===== src/rtl/uart_fifo.sv =====
// UART with TX/RX FWFT FIFOs, programmable baud divider and sticky error flags.
// Parity support is compiled in only when UART_FIFO_PARITY_EN is defined.
module uart_fifo #(
    parameter int DATA_BITS  = 8,
    parameter int FIFO_DEPTH = 16,
    parameter int STOP_BITS  = 1
) (
    input  logic        clock,
    input  logic        reset,
    output logic        tx,
    input  logic        rx,
    input  logic [7:0]  tx_data,
    input  logic        write_new_tx_data,
    output logic [7:0]  rx_data,
    input  logic        read_last_rx_data,
    input  logic [15:0] baud_divider,
    input  logic [7:0]  control_register,
    output logic [7:0]  status_register
);
    localparam int AW = $clog2(FIFO_DEPTH);
    localparam int CW = AW + 1;
    localparam logic [CW-1:0] DEPTH_C   = CW'(FIFO_DEPTH);
    localparam logic [2:0]    LAST_DATA = 3'(DATA_BITS - 1);
    localparam logic [2:0]    LAST_STOP = 3'(STOP_BITS - 1);

    typedef enum logic [2:0] {
        IDLE, START, DATA, STOP
`ifdef UART_FIFO_PARITY_EN
        , PARITY
`endif
    } state_t;

    genvar gi;

    logic tx_enable, rx_enable, tx_flush, rx_flush, error_clear;
    logic parity_en, parity_odd;
    assign tx_enable   = control_register[0];
    assign rx_enable   = control_register[1];
    assign tx_flush    = control_register[4];
    assign rx_flush    = control_register[5];
    assign error_clear = control_register[7];
`ifdef UART_FIFO_PARITY_EN
    assign parity_odd  = control_register[2];
    assign parity_en   = control_register[3];
    logic unused_bits;
    assign unused_bits = &{1'b0, control_register[6], tx_data};
`else
    assign parity_odd  = 1'b0;
    assign parity_en   = 1'b0;
    logic unused_bits;
    assign unused_bits = &{1'b0, control_register[6], control_register[3:2], tx_data};
`endif

    logic [15:0] baud_eff;
    assign baud_eff = (baud_divider < 16'd2) ? 16'd2 : baud_divider;

    // ---------------- TX FIFO ----------------
    logic [DATA_BITS-1:0] tx_mem [FIFO_DEPTH];
    logic [AW-1:0]        tx_wr_ptr_reg, tx_rd_ptr_reg;
    logic [CW-1:0]        tx_count_reg;
    logic                 tx_full, tx_empty, tx_push, tx_pop;
    logic [DATA_BITS-1:0] tx_head;

    assign tx_full  = (tx_count_reg == DEPTH_C);
    assign tx_empty = (tx_count_reg == '0);
    assign tx_push  = write_new_tx_data && !tx_full;
    assign tx_head  = tx_mem[tx_rd_ptr_reg];

    always_ff @(posedge clock) begin
        if (tx_push)
            tx_mem[tx_wr_ptr_reg] <= tx_data[DATA_BITS-1:0];
    end

    always_ff @(posedge clock or posedge reset) begin
        if (reset) begin
            tx_wr_ptr_reg <= '0;
            tx_rd_ptr_reg <= '0;
            tx_count_reg  <= '0;
        end else if (tx_flush) begin
            tx_wr_ptr_reg <= '0;
            tx_rd_ptr_reg <= '0;
            tx_count_reg  <= '0;
        end else begin
            if (tx_push) tx_wr_ptr_reg <= tx_wr_ptr_reg + AW'(1);
            if (tx_pop)  tx_rd_ptr_reg <= tx_rd_ptr_reg + AW'(1);
            if (tx_push && !tx_pop)      tx_count_reg <= tx_count_reg + CW'(1);
            else if (!tx_push && tx_pop) tx_count_reg <= tx_count_reg - CW'(1);
        end
    end

    // ---------------- TX FSM ----------------
    state_t               tx_state_reg, tx_state_next;
    logic [15:0]          tx_cnt_reg, tx_cnt_next;
    logic [2:0]           tx_bit_reg, tx_bit_next;
    logic [DATA_BITS-1:0] tx_shift_reg, tx_shift_next;
    logic                 tx_load, tx_line, tx_bit_end;
`ifdef UART_FIFO_PARITY_EN
    logic                 tx_par_reg, tx_par_next;
`endif

    assign tx_bit_end = (tx_cnt_reg == baud_eff - 16'd1);

    always_comb begin
        tx_state_next = tx_state_reg;
        tx_cnt_next   = tx_bit_end ? 16'd0 : tx_cnt_reg + 16'd1;
        tx_bit_next   = tx_bit_reg;
        tx_shift_next = tx_shift_reg;
`ifdef UART_FIFO_PARITY_EN
        tx_par_next   = tx_par_reg;
`endif
        tx_load       = 1'b0;
        tx_line       = 1'b1;
        case (tx_state_reg)
            IDLE: begin
                tx_cnt_next = '0;
                tx_load     = tx_enable && !tx_empty;
            end
            START: begin
                tx_line = 1'b0;
                if (tx_bit_end) begin
                    tx_state_next = DATA;
                    tx_bit_next   = '0;
                end
            end
            DATA: begin
                tx_line = tx_shift_reg[0];
                if (tx_bit_end) begin
                    tx_shift_next = tx_shift_reg >> 1;
                    tx_bit_next   = tx_bit_reg + 3'd1;
                    if (tx_bit_reg == LAST_DATA) begin
                        tx_bit_next   = '0;
`ifdef UART_FIFO_PARITY_EN
                        tx_state_next = parity_en ? PARITY : STOP;
`else
                        tx_state_next = STOP;
`endif
                    end
                end
            end
`ifdef UART_FIFO_PARITY_EN
            PARITY: begin
                tx_line = tx_par_reg;
                if (tx_bit_end) tx_state_next = STOP;
            end
`endif
            STOP: begin
                if (tx_bit_end) begin
                    if (tx_bit_reg == LAST_STOP) begin
                        tx_state_next = IDLE;
                        tx_load       = tx_enable && !tx_empty;
                    end else begin
                        tx_bit_next = tx_bit_reg + 3'd1;
                    end
                end
            end
            default: tx_state_next = IDLE;
        endcase
        // Loading straight from STOP gives back-to-back frames with no idle gap.
        if (tx_load) begin
            tx_state_next = START;
            tx_cnt_next   = '0;
            tx_bit_next   = '0;
            tx_shift_next = tx_head;
`ifdef UART_FIFO_PARITY_EN
            tx_par_next   = (^tx_head) ^ parity_odd;
`endif
        end
    end

    assign tx_pop = tx_load;
    assign tx     = tx_line;

    always_ff @(posedge clock or posedge reset) begin
        if (reset) begin
            tx_state_reg <= IDLE;
            tx_cnt_reg   <= '0;
            tx_bit_reg   <= '0;
            tx_shift_reg <= '0;
`ifdef UART_FIFO_PARITY_EN
            tx_par_reg   <= 1'b0;
`endif
        end else begin
            tx_state_reg <= tx_state_next;
            tx_cnt_reg   <= tx_cnt_next;
            tx_bit_reg   <= tx_bit_next;
            tx_shift_reg <= tx_shift_next;
`ifdef UART_FIFO_PARITY_EN
            tx_par_reg   <= tx_par_next;
`endif
        end
    end

    // ---------------- RX synchronizer and FSM ----------------
    logic rx_meta_reg, rx_sync_reg, rx_prev_reg;
    always_ff @(posedge clock or posedge reset) begin
        if (reset) begin
            rx_meta_reg <= 1'b1;
            rx_sync_reg <= 1'b1;
            rx_prev_reg <= 1'b1;
        end else begin
            rx_meta_reg <= rx;
            rx_sync_reg <= rx_meta_reg;
            rx_prev_reg <= rx_sync_reg;
        end
    end

    state_t               rx_state_reg, rx_state_next;
    logic [15:0]          rx_cnt_reg, rx_cnt_next;
    logic [2:0]           rx_bit_reg, rx_bit_next;
    logic [DATA_BITS-1:0] rx_shift_reg, rx_shift_next;
    logic                 rx_bit_end, rx_mid, rx_par_bad, rx_full, rx_empty;
    logic                 rx_push, rx_pop, fe_set, pe_set, ov_set;
`ifdef UART_FIFO_PARITY_EN
    logic                 rx_par_reg, rx_par_next;
    assign rx_par_bad = parity_en && (rx_par_reg != ((^rx_shift_reg) ^ parity_odd));
`else
    assign rx_par_bad = 1'b0;
`endif

    assign rx_bit_end = (rx_cnt_reg == baud_eff - 16'd1);
    assign rx_mid     = (rx_cnt_reg == (baud_eff >> 1) - 16'd1);

    always_comb begin
        rx_state_next = rx_state_reg;
        rx_cnt_next   = rx_cnt_reg + 16'd1;
        rx_bit_next   = rx_bit_reg;
        rx_shift_next = rx_shift_reg;
`ifdef UART_FIFO_PARITY_EN
        rx_par_next   = rx_par_reg;
`endif
        rx_push = 1'b0;
        fe_set  = 1'b0;
        pe_set  = 1'b0;
        ov_set  = 1'b0;
        case (rx_state_reg)
            IDLE: begin
                rx_cnt_next = '0;
                if (rx_prev_reg && !rx_sync_reg) rx_state_next = START;
            end
            START: begin
                if (rx_mid) begin
                    rx_cnt_next   = '0;
                    rx_bit_next   = '0;
                    rx_state_next = rx_sync_reg ? IDLE : DATA;
                end
            end
            DATA: begin
                if (rx_bit_end) begin
                    rx_cnt_next   = '0;
                    rx_shift_next = {rx_sync_reg, rx_shift_reg[DATA_BITS-1:1]};
                    rx_bit_next   = rx_bit_reg + 3'd1;
                    if (rx_bit_reg == LAST_DATA) begin
                        rx_bit_next   = '0;
`ifdef UART_FIFO_PARITY_EN
                        rx_state_next = parity_en ? PARITY : STOP;
`else
                        rx_state_next = STOP;
`endif
                    end
                end
            end
`ifdef UART_FIFO_PARITY_EN
            PARITY: begin
                if (rx_bit_end) begin
                    rx_cnt_next   = '0;
                    rx_par_next   = rx_sync_reg;
                    rx_state_next = STOP;
                end
            end
`endif
            STOP: begin
                if (rx_bit_end) begin
                    rx_cnt_next   = '0;
                    rx_state_next = IDLE;
                    if (!rx_sync_reg)   fe_set  = 1'b1;
                    else if (rx_par_bad) pe_set = 1'b1;
                    else if (rx_full)   ov_set  = 1'b1;
                    else                rx_push = 1'b1;
                end
            end
            default: rx_state_next = IDLE;
        endcase
        if (!rx_enable) begin
            rx_state_next = IDLE;
            rx_cnt_next   = '0;
            rx_push       = 1'b0;
            fe_set        = 1'b0;
            pe_set        = 1'b0;
            ov_set        = 1'b0;
        end
    end

    always_ff @(posedge clock or posedge reset) begin
        if (reset) begin
            rx_state_reg <= IDLE;
            rx_cnt_reg   <= '0;
            rx_bit_reg   <= '0;
            rx_shift_reg <= '0;
`ifdef UART_FIFO_PARITY_EN
            rx_par_reg   <= 1'b0;
`endif
        end else begin
            rx_state_reg <= rx_state_next;
            rx_cnt_reg   <= rx_cnt_next;
            rx_bit_reg   <= rx_bit_next;
            rx_shift_reg <= rx_shift_next;
`ifdef UART_FIFO_PARITY_EN
            rx_par_reg   <= rx_par_next;
`endif
        end
    end

    // ---------------- RX FIFO ----------------
    logic [DATA_BITS-1:0] rx_mem [FIFO_DEPTH];
    logic [AW-1:0]        rx_wr_ptr_reg, rx_rd_ptr_reg;
    logic [CW-1:0]        rx_count_reg;
    logic [DATA_BITS-1:0] rx_head;

    assign rx_full  = (rx_count_reg == DEPTH_C);
    assign rx_empty = (rx_count_reg == '0);
    assign rx_pop   = read_last_rx_data && !rx_empty;
    assign rx_head  = rx_mem[rx_rd_ptr_reg];

    always_ff @(posedge clock) begin
        if (rx_push)
            rx_mem[rx_wr_ptr_reg] <= rx_shift_reg;
    end

    always_ff @(posedge clock or posedge reset) begin
        if (reset) begin
            rx_wr_ptr_reg <= '0;
            rx_rd_ptr_reg <= '0;
            rx_count_reg  <= '0;
        end else if (rx_flush) begin
            rx_wr_ptr_reg <= '0;
            rx_rd_ptr_reg <= '0;
            rx_count_reg  <= '0;
        end else begin
            if (rx_push) rx_wr_ptr_reg <= rx_wr_ptr_reg + AW'(1);
            if (rx_pop)  rx_rd_ptr_reg <= rx_rd_ptr_reg + AW'(1);
            if (rx_push && !rx_pop)      rx_count_reg <= rx_count_reg + CW'(1);
            else if (!rx_push && rx_pop) rx_count_reg <= rx_count_reg - CW'(1);
        end
    end

    // Head is masked while empty so stale RAM contents never reach rx_data.
    for (gi = 0; gi < 8; gi++) begin : g_rx_data
        if (gi < DATA_BITS) begin : g_bit
            assign rx_data[gi] = !rx_empty && rx_head[gi];
        end else begin : g_pad
            assign rx_data[gi] = 1'b0;
        end
    end

    // ---------------- Sticky error flags ----------------
    logic fe_reg, pe_reg, ov_reg;
    always_ff @(posedge clock or posedge reset) begin
        if (reset) begin
            fe_reg <= 1'b0;
            pe_reg <= 1'b0;
            ov_reg <= 1'b0;
        end else if (error_clear) begin
            fe_reg <= 1'b0;
            pe_reg <= 1'b0;
            ov_reg <= 1'b0;
        end else begin
            fe_reg <= fe_reg | fe_set;
            pe_reg <= pe_reg | pe_set;
            ov_reg <= ov_reg | ov_set;
        end
    end

    assign status_register = {ov_reg, pe_reg, fe_reg, rx_full, tx_full,
                              (rx_state_reg != IDLE), !rx_empty, (tx_state_reg != IDLE)};
endmodule


===== config.mk =====
export PLATFORM = sky130hd
export DESIGN_NAME = uart_fifo
export DESIGN_NICKNAME = d
export VERILOG_FILES = /design/src/rtl/uart_fifo.sv
export SDC_FILE = /design/constraint.sdc
export NUM_CORES = 1
export LEC_CHECK = 0
export CAP_MARGIN = 20
export CORE_MARGIN = 4
export CORE_UTILIZATION = 30
export CTS_CLUSTER_SIZE = 28
export DETAILED_ROUTE_END_ITERATION = 12
export PLACE_DENSITY = 0.41
export SKIP_CTS_REPAIR_TIMING = 1
export SYNTH_ARGS = -nofsm -noshare
export SYNTH_HDL_FRONTEND = slang
export SYNTH_SLANG_ARGS = --single-unit

===== constraint.sdc =====
create_clock -name clock -period 7 [get_ports clock]
set_input_delay 1.4 -clock clock [delete_from_list [all_inputs] [get_ports clock]]
set_output_delay 1.4 -clock clock [all_outputs]
set_load 0.005 [all_outputs]

==> impl_metrics.tcl <==
set metrics [dict create \
    finalMaxSlewViolations 0 \
    grt_pass1_wl_microns 65600 \
    hold_start "rx_meta_reg$_DFF_PP1_" \
    fillers 5379 \
    rows 86 \
    grt_pass1_vias 10800 \
    ys_types 79 \
    status "complete, no violations" \
    vdd_drop_max_uv 153 \
    cts-root-buf "clkbuf_16" \
    postSynth.asyncResetShare_pct 25.8 \
    initial_core_util_pct 30.5 \
    arrival_ps 6680 \
    clk_pin_slew_ps 50 \
    netlist_area_sq_um 16900 \
    grt.overflow.total 0 \
    synth_area_leaders "edfxtp_1 45%, dfrtp_1 13%, mux4_2 9.5%" \
    crit_chain "clkdlybuf4s50_1, nor3_1, a41oi_1, inv_1, ha_1, or3b_1, nor4_1, buf_4, xnor2_1, xnor2_1, nor4_4, a31oi_2, o21ai_0, buf_4, fa_1, a21o_1, a21oi_1, a211oi_1, a31o_2, o31ai_1, nor3b_1" \
    worstSetupStartpoint "baud_divider[1]" \
    cp_top_family "simple AND/OR/NAND/NOR gates" \
    setup_ws_ps 765 \
    critPathLaunchType "primary input" \
    synth.largest_area_cell "edfxtp_1" \
    worst_pin_slew_ps 818 \
    tritoncts "yes" \
    port_buffers 49 \
    max_stage_delay_ps 520 \
    critical_path.endpoint_type "register" \
    fin_crit_sh_pct 89.1 \
    setup_viol 0 \
    hpwlAfterDp_microns 28500 \
    gp_congestion 0.818 \
    leakagePower_nw 7.03 \
    reg_top3 "rx_mem (128), tx_mem (128)" \
    synth_ff_type "edfxtp_1" \
    grt_usage_pct 14.0 \
    fmax_mhz 160 \
    rsz0062_at_grt "no" \
    drtIter0Drc 649 \
    numCtsBuffers 43 \
    clock_skew_ps 11.7 \
    max_slew_margin_pct 45.5 \
    cap_violations 0 \
    syn_area_per_cell_sq_um 13.9 \
    reg2reg_from "tx_cnt_reg[1]$_DFF_PP0_" \
    diodes 0 \
    antenna_found_initial 0 \
    htreeDepth 2 \
    final_common_cell "edfxtp_1" \
    syn_nets 1286 \
    dp_slack_ps 248 \
    finalWorstPathRequiredPeriod_ps 6240 \
    drc 0 \
    powerDensity_nw_per_um2 260 \
    hold_viol_final 0 \
    synth-seq-cells 345 \
    crit_slowest_cell "or3b_1" \
    worstSetupPathType "primary input to register" \
    grt_start_max_net_pins 53 \
    yosysWarnings 0 \
    clk_path_buf_depth 3 \
    die_x_microns 245 \
    dieArea_sq_um 60200 \
    setup_tns_ps 0 \
    drt_pass1_iterations 5 \
    synth-edff-count 256 \
    finalNetCount 1356 \
    antenna_left 0 \
    routed_wl_microns 41500 \
    viasPerCell 4.95 \
    drive_gt1_share_pct 19.4 \
    vias 10200 \
    area_delta_synth_final_pct 17.3 \
    clkLatencyLatePin_ps 550 \
    mostFrequentLayoutCells "256 x edfxtp_1, 84 x dfrtp_1, 71 x mux4_2" \
    die_h_microns 245 \
    synth_top_area_share_pct 45.5 \
    top_level_ports 54 \
    netlist_instances 1217 \
    ys_seq_area_share_pct 58.7 \
    wl_per_cell_microns 20.1 \
    cp_max_fo 6 \
    crit_buf_inv 4 \
    critPathRequiredTime_ps 7450 \
    hp-class "register to register" \
    cts.sinks 345 \
    core_sq_um 55400 \
]
==> final cells by class <==
cell class              instances  area, sq um  area share, %
multi-input cells             757         6580           33.2
clock inverters                23          220           1.11
clock buffers                  55         1130           5.70
inverters                      36          138          0.694
flip-flops and latches        345         9920           50.0
repair buffers                104          903           4.55
well taps                     748          936           4.72
==> power by group <==
part	switching (mW)	internal [mW]
registers	0.0773	2.25
logic	0.376	0.310
clock network	0.848	1.29
==> worst paths after layout <==
path	to	slack [ps]	cells after the start
max	tx_count_reg[4]$_DFFE_PP0P_	760	21
min	rx_sync_reg$_DFF_PP1_	360	0
max reg2reg	tx_count_reg[4]$_DFFE_PP0P_	3110	15
min reg2reg	rx_sync_reg$_DFF_PP1_	360	0
max in group asynchronous	tx_rd_ptr_reg[0]$_DFFE_PP0P_	4570	3
min in group asynchronous	rx_cnt_reg[0]$_DFF_PP0_	1360	2
==> kinds of logic (layout without fill, tap and decap cells) <==
| kind of cell | after synthesis | count (layout) | share of synthesized area [%] |
|---|---|---|---|
| and+or+nand+nor | 372 | 372 | 12.7 |
| DFF | 345 | 345 | 58.7 |
| AOI/OAI and AO/OA | 134 | 134 | 5.38 |
| muxes | 128 | 128 | 13.0 |
| buffers and inverters | 115 | 218 | 2.90 |
| xor gates and xnor gates | 90 | 90 | 4.83 |
| adders and majority gates | 32 | 32 | 2.46 |
| other | 1 | 1 | 0.0222 |
==> synth_stat cells, drive strengths merged, types with 5 or more instances <==
master	number
a221oi	6
a211oi	5
and4	6
and3	21
nand2b	13
nor2	68
xor2	30
nand3	33
or3	10
nor3	29
a21oi	38
clkbuf	56
o31ai	9
edfxtp	256
nor3b	5
nand3b	6
xnor2	58
nand4	18
nand2	51
ha	30
and2	21
dfrtp	86
or4	14
buf	23
mux2i	31
inv	34
o21ai	25
o22ai	5
a31oi	7
mux2	26
nor2b	24
nor4	37
mux4	71
==> through the flow <==
stage / utilization (%) / cell area, sq um / std cells / hold WS (ps) / power, mW
after global placement: 33.4 / 18500 / 1990 / 350 / 3.07
after detailed placement: 33.4 / 18500 / 1990 / 352 / 3.08
after CTS: 35.8 / 19800 / 2068 / 364 / 5.26
after global routing: 35.8 / 19800 / 2068 / 368 / 5.43
final: 35.8 / 19800 / 2068 / 361 / 5.16
after floorplan: - / 16900 / 1217 / 345 / 2.84
==> routing by layer <==
metal,track usage [%],part of all wire (%),vias to the layer above
met5,0,0,-
met2,22.3,46,167
met1,20.0,48,5193
li1,-,-,4818
met4,3.55,2.0,0
met3,2.19,3.9,61
Power figures use the tool's default switching activity.
